[src/rtl/prmw_stage.sv]
// -----------------------------------------------------------------------------
// prmw_stage
//
// MEM -> WB pipeline register. It captures the M-stage slot each cycle unless
// stalled or flushed, aligns and extends load data at capture time, selects the
// final writeback result from the registered fields, and counts retired
// instructions. Its outputs drive the register-file write port and the
// hazard/forwarding unit.
//
// Parameters
//   DATA_WIDTH  datapath width, 32 or 64
//   REG_ADDR_W  register index width
//   CNT_WIDTH   retired-instruction counter width (wraps modulo 2^CNT_WIDTH)
//
// Ports
//   clk          rising-edge clock
//   rst          synchronous active-high reset
//   stall_w      hold every W register
//   flush_w      load a bubble into W (wins over stall_w)
//   valid_m      M slot holds a real instruction
//   regwrite_m   register write enable
//   resultsrc_m  00 ALU, 01 load, 10 PC+4, 11 ALU
//   funct3_m     load type
//   aluresult_m  ALU result / memory address (low bits give the byte offset)
//   readdata_m   raw aligned memory word
//   rd_m         destination register
//   pcplus4_m    PC+4
//   valid_w      W slot valid
//   regwrite_w   registered regwrite, forced low for bubbles
//   resultsrc_w  registered resultsrc
//   aluresult_w  registered ALU result
//   readdata_w   extended load data
//   rd_w         registered destination register
//   pcplus4_w    registered PC+4
//   result_w     writeback value, combinational from W registers only
//   instret      retired-instruction count
// -----------------------------------------------------------------------------
module prmw_stage #(
    parameter int DATA_WIDTH = 32,
    parameter int REG_ADDR_W = 5,
    parameter int CNT_WIDTH  = 64
) (
    input  logic                  clk,
    input  logic                  rst,
    input  logic                  stall_w,
    input  logic                  flush_w,
    input  logic                  valid_m,
    input  logic                  regwrite_m,
    input  logic [1:0]            resultsrc_m,
    input  logic [2:0]            funct3_m,
    input  logic [DATA_WIDTH-1:0] aluresult_m,
    input  logic [DATA_WIDTH-1:0] readdata_m,
    input  logic [REG_ADDR_W-1:0] rd_m,
    input  logic [DATA_WIDTH-1:0] pcplus4_m,
    output logic                  valid_w,
    output logic                  regwrite_w,
    output logic [1:0]            resultsrc_w,
    output logic [DATA_WIDTH-1:0] aluresult_w,
    output logic [DATA_WIDTH-1:0] readdata_w,
    output logic [REG_ADDR_W-1:0] rd_w,
    output logic [DATA_WIDTH-1:0] pcplus4_w,
    output logic [DATA_WIDTH-1:0] result_w,
    output logic [CNT_WIDTH-1:0]  instret
);

    localparam logic [2:0] F3_LB  = 3'b000;
    localparam logic [2:0] F3_LH  = 3'b001;
    localparam logic [2:0] F3_LW  = 3'b010;
    localparam logic [2:0] F3_LBU = 3'b100;
    localparam logic [2:0] F3_LHU = 3'b101;
    localparam logic [2:0] F3_LWU = 3'b110;

    localparam bit IS_64 = (DATA_WIDTH == 64);

    // W-stage registers
    logic                  r_valid;
    logic                  r_regwrite;
    logic [1:0]            r_resultsrc;
    logic [DATA_WIDTH-1:0] r_aluresult;
    logic [DATA_WIDTH-1:0] r_readdata;
    logic [REG_ADDR_W-1:0] r_rd;
    logic [DATA_WIDTH-1:0] r_pcplus4;
    logic [CNT_WIDTH-1:0]  r_instret;

    // Load alignment. The offset is kept 3 bits wide for both widths; at
    // 32-bit the top bit is forced to zero so the word select never moves.
    logic [2:0]            w_off;
    logic [5:0]            w_sh_byte;
    logic [5:0]            w_sh_half;
    logic [5:0]            w_sh_word;
    logic [7:0]            w_byte;
    logic [15:0]           w_half;
    logic [31:0]           w_word;
    logic [DATA_WIDTH-1:0] w_ext;
    logic [DATA_WIDTH-1:0] w_result;

    assign w_off     = IS_64 ? aluresult_m[2:0] : {1'b0, aluresult_m[1:0]};
    assign w_sh_byte = {w_off, 3'b000};
    // Halfword select ignores offset bit 0: misaligned halves are not trapped.
    assign w_sh_half = {w_off[2:1], 4'b0000};
    assign w_sh_word = {w_off[2], 5'b00000};

    assign w_byte = 8'(readdata_m >> w_sh_byte);
    assign w_half = 16'(readdata_m >> w_sh_half);
    assign w_word = 32'(readdata_m >> w_sh_word);

    // Extension runs for every capture; it only matters when resultsrc selects
    // load data, so no gating on resultsrc_m is needed.
    always_comb begin
        w_ext = readdata_m;
        case (funct3_m)
            F3_LB:  w_ext = {{(DATA_WIDTH-8){w_byte[7]}}, w_byte};
            F3_LBU: w_ext = {{(DATA_WIDTH-8){1'b0}}, w_byte};
            F3_LH:  w_ext = {{(DATA_WIDTH-16){w_half[15]}}, w_half};
            F3_LHU: w_ext = {{(DATA_WIDTH-16){1'b0}}, w_half};
            F3_LW: begin
                if (IS_64) begin
                    w_ext = DATA_WIDTH'($signed(w_word));
                end
            end
            F3_LWU: begin
                // At 32-bit this encoding is undefined and passes the word.
                if (IS_64) begin
                    w_ext = DATA_WIDTH'(w_word);
                end
            end
            default: w_ext = readdata_m;
        endcase
    end

    // Flush shares the reset path so a flushed slot is indistinguishable from
    // a post-reset bubble, even while the stage is stalled.
    always_ff @(posedge clk) begin
        if (rst || flush_w) begin
            r_valid     <= 1'b0;
            r_regwrite  <= 1'b0;
            r_resultsrc <= 2'b00;
            r_aluresult <= '0;
            r_readdata  <= '0;
            r_rd        <= '0;
            r_pcplus4   <= '0;
        end else if (!stall_w) begin
            r_valid     <= valid_m;
            r_regwrite  <= regwrite_m & valid_m;
            r_resultsrc <= resultsrc_m;
            r_aluresult <= aluresult_m;
            r_readdata  <= w_ext;
            r_rd        <= rd_m;
            r_pcplus4   <= pcplus4_m;
        end
    end

    // The counter tracks the slot leaving W, so flush (which only kills the
    // incoming slot) does not suppress the increment; stall does.
    always_ff @(posedge clk) begin
        if (rst) begin
            r_instret <= '0;
        end else if (r_valid && !stall_w) begin
            r_instret <= r_instret + CNT_WIDTH'(1);
        end
    end

    always_comb begin
        w_result = r_aluresult;
        case (r_resultsrc)
            2'b01:   w_result = r_readdata;
            2'b10:   w_result = r_pcplus4;
            default: w_result = r_aluresult;
        endcase
    end

    assign valid_w     = r_valid;
    assign regwrite_w  = r_regwrite & r_valid;
    assign resultsrc_w = r_resultsrc;
    assign aluresult_w = r_aluresult;
    assign readdata_w  = r_readdata;
    assign rd_w        = r_rd;
    assign pcplus4_w   = r_pcplus4;
    assign result_w    = w_result;
    assign instret     = r_instret;

endmodule

[config.mk]
export PLATFORM = sky130hd
export DESIGN_NAME = prmw_stage
export DESIGN_NICKNAME = d
export VERILOG_FILES = /design/src/rtl/prmw_stage.sv
export SDC_FILE = /design/constraint.sdc
export NUM_CORES = 1
export LEC_CHECK = 0
export CAP_MARGIN = 20
export CORE_ASPECT_RATIO = 0.6
export CORE_MARGIN = 3
export CORE_UTILIZATION = 45
export CTS_BUF_LIST = sky130_fd_sc_hd__clkbuf_4 sky130_fd_sc_hd__clkbuf_8
export DETAILED_ROUTE_END_ITERATION = 7
export PLACE_DENSITY = 0.91
export SLEW_MARGIN = 20
export SYNTH_ARGS = -nofsm -noshare
export SYNTH_HDL_FRONTEND = slang
export SYNTH_SLANG_ARGS = --single-unit
[constraint.sdc]
create_clock -name clk -period 3.25 [get_ports clk]
set_input_delay 0.975 -clock clk [delete_from_list [all_inputs] [get_ports clk]]
set_output_delay 0.975 -clock clk [all_outputs]
set_load 0.03 [all_outputs]
# Yosys cells after proc, flatten, opt, wreduce, memory -nomap -nowiden
# Cells that the tools add are included.
# word_totals
inputBits,112
reg_bits,169
out_inout_bits,201
word_cells,24
# classes
n_mux,2
shifts,2
eq_ne,5
n_reduce_logical,4
bitwise_logic,2
n_addsub,1
# op_table
operator,n
$pmux W32 S4,1
$add A64 B1 Y64 const B,1
$pmux W32 S2,1
$shr A32 B5 Y16,1
$shr A32 B5 Y8,1
$eq A3 B3 Y1 const B,2
$eq A3 B1 Y1 const B,1
$logic_not A3 Y1,1
$and A1 B1 Y1,2
$eq A2 B1 Y1 const B,1
$eq A2 B2 Y1 const B,1
$logic_and A1 B1 Y1,1
$logic_not A1 Y1,1
$logic_or A1 B1 Y1,1

# Longest topological paths before layout
# logic_depth
word_depth,2
mapped_depth,7
ltp_nobuf,6

# Least setup slack after synthesis
# No wires, ideal clock.
# synth_path
path_kind,register to output
from,"reg r_resultsrc[0], in the netlist resultsrc_w[0]"
to,out result_w[0]
arrival_time_ns,1.950
slack_ns,0.325
required_ns,2.275
path_stages_with_launch,6
path_buffers,2
cell_sequence,dfxtp_1 inv_1 ha_1 clkbuf_1 clkbuf_1 o21ai_0
# synth_via
elab_chain_len,2
elab_cells_between_ends,3
classes_between,eq/ne: 2; mux: 1
# synth_lines
element,line_no,source
"start, declared",78,logic [1:0] r_resultsrc;
"start signal, assigned",145,r_resultsrc <= resultsrc_m;
$eq A2 B2 Y1 / $eq A2 B1 Y1 (equally long branches),165,case (r_resultsrc)
$pmux W32 S2 (*),165,
"end, declared",62,"output logic [DATA_WIDTH-1:0] result_w,"
# Mark *: on every way between the ends. The rest lies on a longest branch, timed or not.

# Worst setup path after layout
# layout_path
from,"reg r_resultsrc[0], in the netlist resultsrc_w[0]"
to,out result_w[28]
# The elaborated chain is that of the path after synthesis.

==> impl_results.md <==
* CTS max path bufs at 2
* Total global routing track utilization at 28.8%
* Critical-path maximum fanout at 32
* Total design power at 4430 µW
* Synth cell types at 46
* Status: finished, final reports clean
* Buffer count from post-CTS setup fixing at 0
* Initial antenna violation count at 0
* Die Ht at 107 µm
* CTS tree: yes
* Top Metal Used: met4
* Worst Tran Pin Value at 0.795 ns
* Critical path type: reg2out
* Post-DP HPWL at 21.0 mm
* Worst Setup Start Kind: register
* # rows at 36
* Setup TNS at 0 ns
* CTS Root Buffer Type: clkbuf_8
* Fin crit share at 94.4%
* Cts bufs inserted at 17
* # nets final at 1,306
* Post-synth top area share at 43.8%
* Synthesis-to-finish area growth at 48.8%
* Ant. Diodes at 0
* Final Routed Wirelength at 28.2 mm
* CP Capture Type: output pin
* Clk Latency, worst-skew pair at 0.45 ns
* Synth Instances at 902
* Cell mode on critical path: buf_4
* Crit path required time at 2.27 ns
* Relative slew slack at 47.0%
* P per Cell Area at 386 nW/µm²
* CTS Sinks at 169
* Syn Nets at 1,017
* Register area share after synthesis at 43.8%
* Warnings, synthesis at 0
* Die area at 18,800 µm²
* Final setup vio count at 0
* Max Clk Rate at 326 MHz
* CP arrival at 2.09 ns
* Slew Limit Fails at 0
* First drt pass iteration count at 6
* Worst hold slack at 0.492 ns
* Worst Setup Slack post-DPL at -0.0288 ns
* EDFF count, synth at 0
* Via/cell ratio at 5.74
* DRC viols at 0
* Die span in x at 175 µm
* Vias in the first global route at 7,638
* CP Cell Sequence: inv_1 > ha_2 > buf_4 > a22oi_1 > o21ai_0 > buf_4
* Util after Layout at 69.5%
* H-tree levels at 4
* Starting density of the core at 46.7%
* Register area at 3380 µm²
* Fin. Hold Viols at 0
* Vias post-DR at 8,214
* Mean Syn Cell Area at 8.55 µm²
* I/O pins at 313
* Area contributors post-synth: dfxtp_1 (44%), mux2i_1 (9.7%), nor2_1 (6.3%)
* WL met2 at 12.9 mm
* Hold-fix buffers, CTS at 0
* Multi-input gate area at 3990 µm²
* Met3 wire len at 2.32 mm
* Post-CTS Resized at 0
* Dominant synthesized flop cell: dfxtp_1
* Share of cells above drive strength 1 at 8.23%
* Crit-path leading delay family: compound AO/OA/AOI/OAI gates
* WP buf/inv at 3
* Metal-1 WL at 12.2 mm
* Maximum vdd drop at 0.272 mV
* Per-cell routed wire length at 19.7 µm
* Largest net degree at the start of global routing at 111
* Fillers at 1,275
* Final ANT Viol Nets at 0
* Largest stage delay on the critical path at 0.46 ns
* Synth Register Bits at 169
* GPL Wtd Cong at 0.905
* Commonest cells in the netlist: dfxtp_1 (169), nor2_1 (130), nand2_1 (93)
* Post-layout min period at 3.07 ns
* Leak Pwr at 0.00425 µW
* Gr ovfl total at 0
* Slowest stage cell on the critical path: a22oi_1
* Core area at 16,500 µm²
* Initial DRC count at 860
* Global-route wire length before repair at 42.8 mm
* Clock slew at reported path FFs at 0.09 ns
* Cell Area, Synth at 7720 µm²
* Cell with the most instances after synthesis: dfxtp_1
* Area leader, netlist: dfxtp_1
* Asr flop ratio synth at 0%
* Clock Skew at 0.0217 ns
* Max_cap viols at 0
* RSZ-0062 raised after global routing: no
* Port Buffer Count at 312
* Worst setup margin at 0.182 ns
* Hold crit path type: reg2reg
final timing paths:
kind                                               endpoint                   startpoint  slack (ns)  cells past startpoint
worst max-delay path                           result_w[28]  resultsrc_w[0]$_SDFFE_PP0N_        0.18                      6
worst min register to register  readdata_w[28]$_SDFFE_PP0N_  readdata_w[28]$_SDFFE_PP0N_        0.49                      2
worst min-delay path            readdata_w[28]$_SDFFE_PP0N_  readdata_w[28]$_SDFFE_PP0N_        0.49                      2
worst max register to register     instret[61]$_SDFFE_PP0P_     instret[34]$_SDFFE_PP0P_        0.55                      5
layout by cell type, fill, tap and decap left out, types with 8 or more instances in the layout:
cell               n
buf_12             8
dfxtp_1          169
mux2i_1           75
o21ai_0           46
nor2_1           129
nor3_1             9
a21oi_1           31
a221oi_1          24
clkdlybuf4s50_1  278
or3_1             12
clkbuf_8          22
o31ai_1            8
xor2_1            37
inv_1             31
nand4_1           30
a22oi_1           40
or4_1             10
nand3_1           21
nand2_1           93
buf_4             45
stage by stage:
stage / instances / instance area (µm²)
4_1_cts: 1431 / 11500
5_1_grt: 1431 / 11500
2_1_floorplan: 902 / 7720
3_3_place_gp: 1400 / 11100
3_5_place_dp: 1400 / 11100
6_report: 1431 / 11500
registers in the layout, summed over array words and instances (netlist names):
name,cells
instret,64
valid_w,1
aluresult_w,32
r_regwrite,1
pcplus4_w,32
rd_w,5
readdata_w,32
resultsrc_w,2
cell families (layout without fill, tap and decap cells):
family | Yosys count | count (layout) | synth area share [%]
AND/OR/NAND/NOR | 345 | 345 | 21.5
AO/OA/AOI/OAI | 172 | 172 | 14.8
flip-flops | 169 | 169 | 43.8
buffers and inverters | 94 | 395 | 4.64
multiplexers | 76 | 76 | 9.88
XOR/XNOR | 43 | 43 | 4.88
adder cells (fa/ha/maj) | 3 | 3 | 0.487
final cells by class:
cell class / count / area share (%)
clock buffer: 22 / 2.64
clock inverter: 9 / 1.00
inverter: 32 / 1.05
multi-input combinational: 639 / 34.7
sequential: 169 / 29.5
tap: 228 / 2.48
timing repair buffer: 332 / 28.6
power breakdown:
part           internal [µW]  leakage, µW  total, µW  switching [µW]
clock                    787     0.000207       1580             794
sequential              2120      0.00137       2170            49.9
combinational            318      0.00267        688             369
metal layers:
metal / up-vias / global-route usage (%)
met2: 427 / 45.4
met3: 63 / 7.05
met1: 3946 / 38.9
met5: - / 0
li1: 3778 / -
met4: 0 / 9.78
worst reg2reg max path, stage by stage, from the launching register on:
cell and delay [ns]:
dfxtp_1 0.41, nand4_1 0.23, nor4_2 0.66, nand4_1 0.53
or4_1 0.64, a21oi_1 0.15
(Power assumes the default switching activity.)
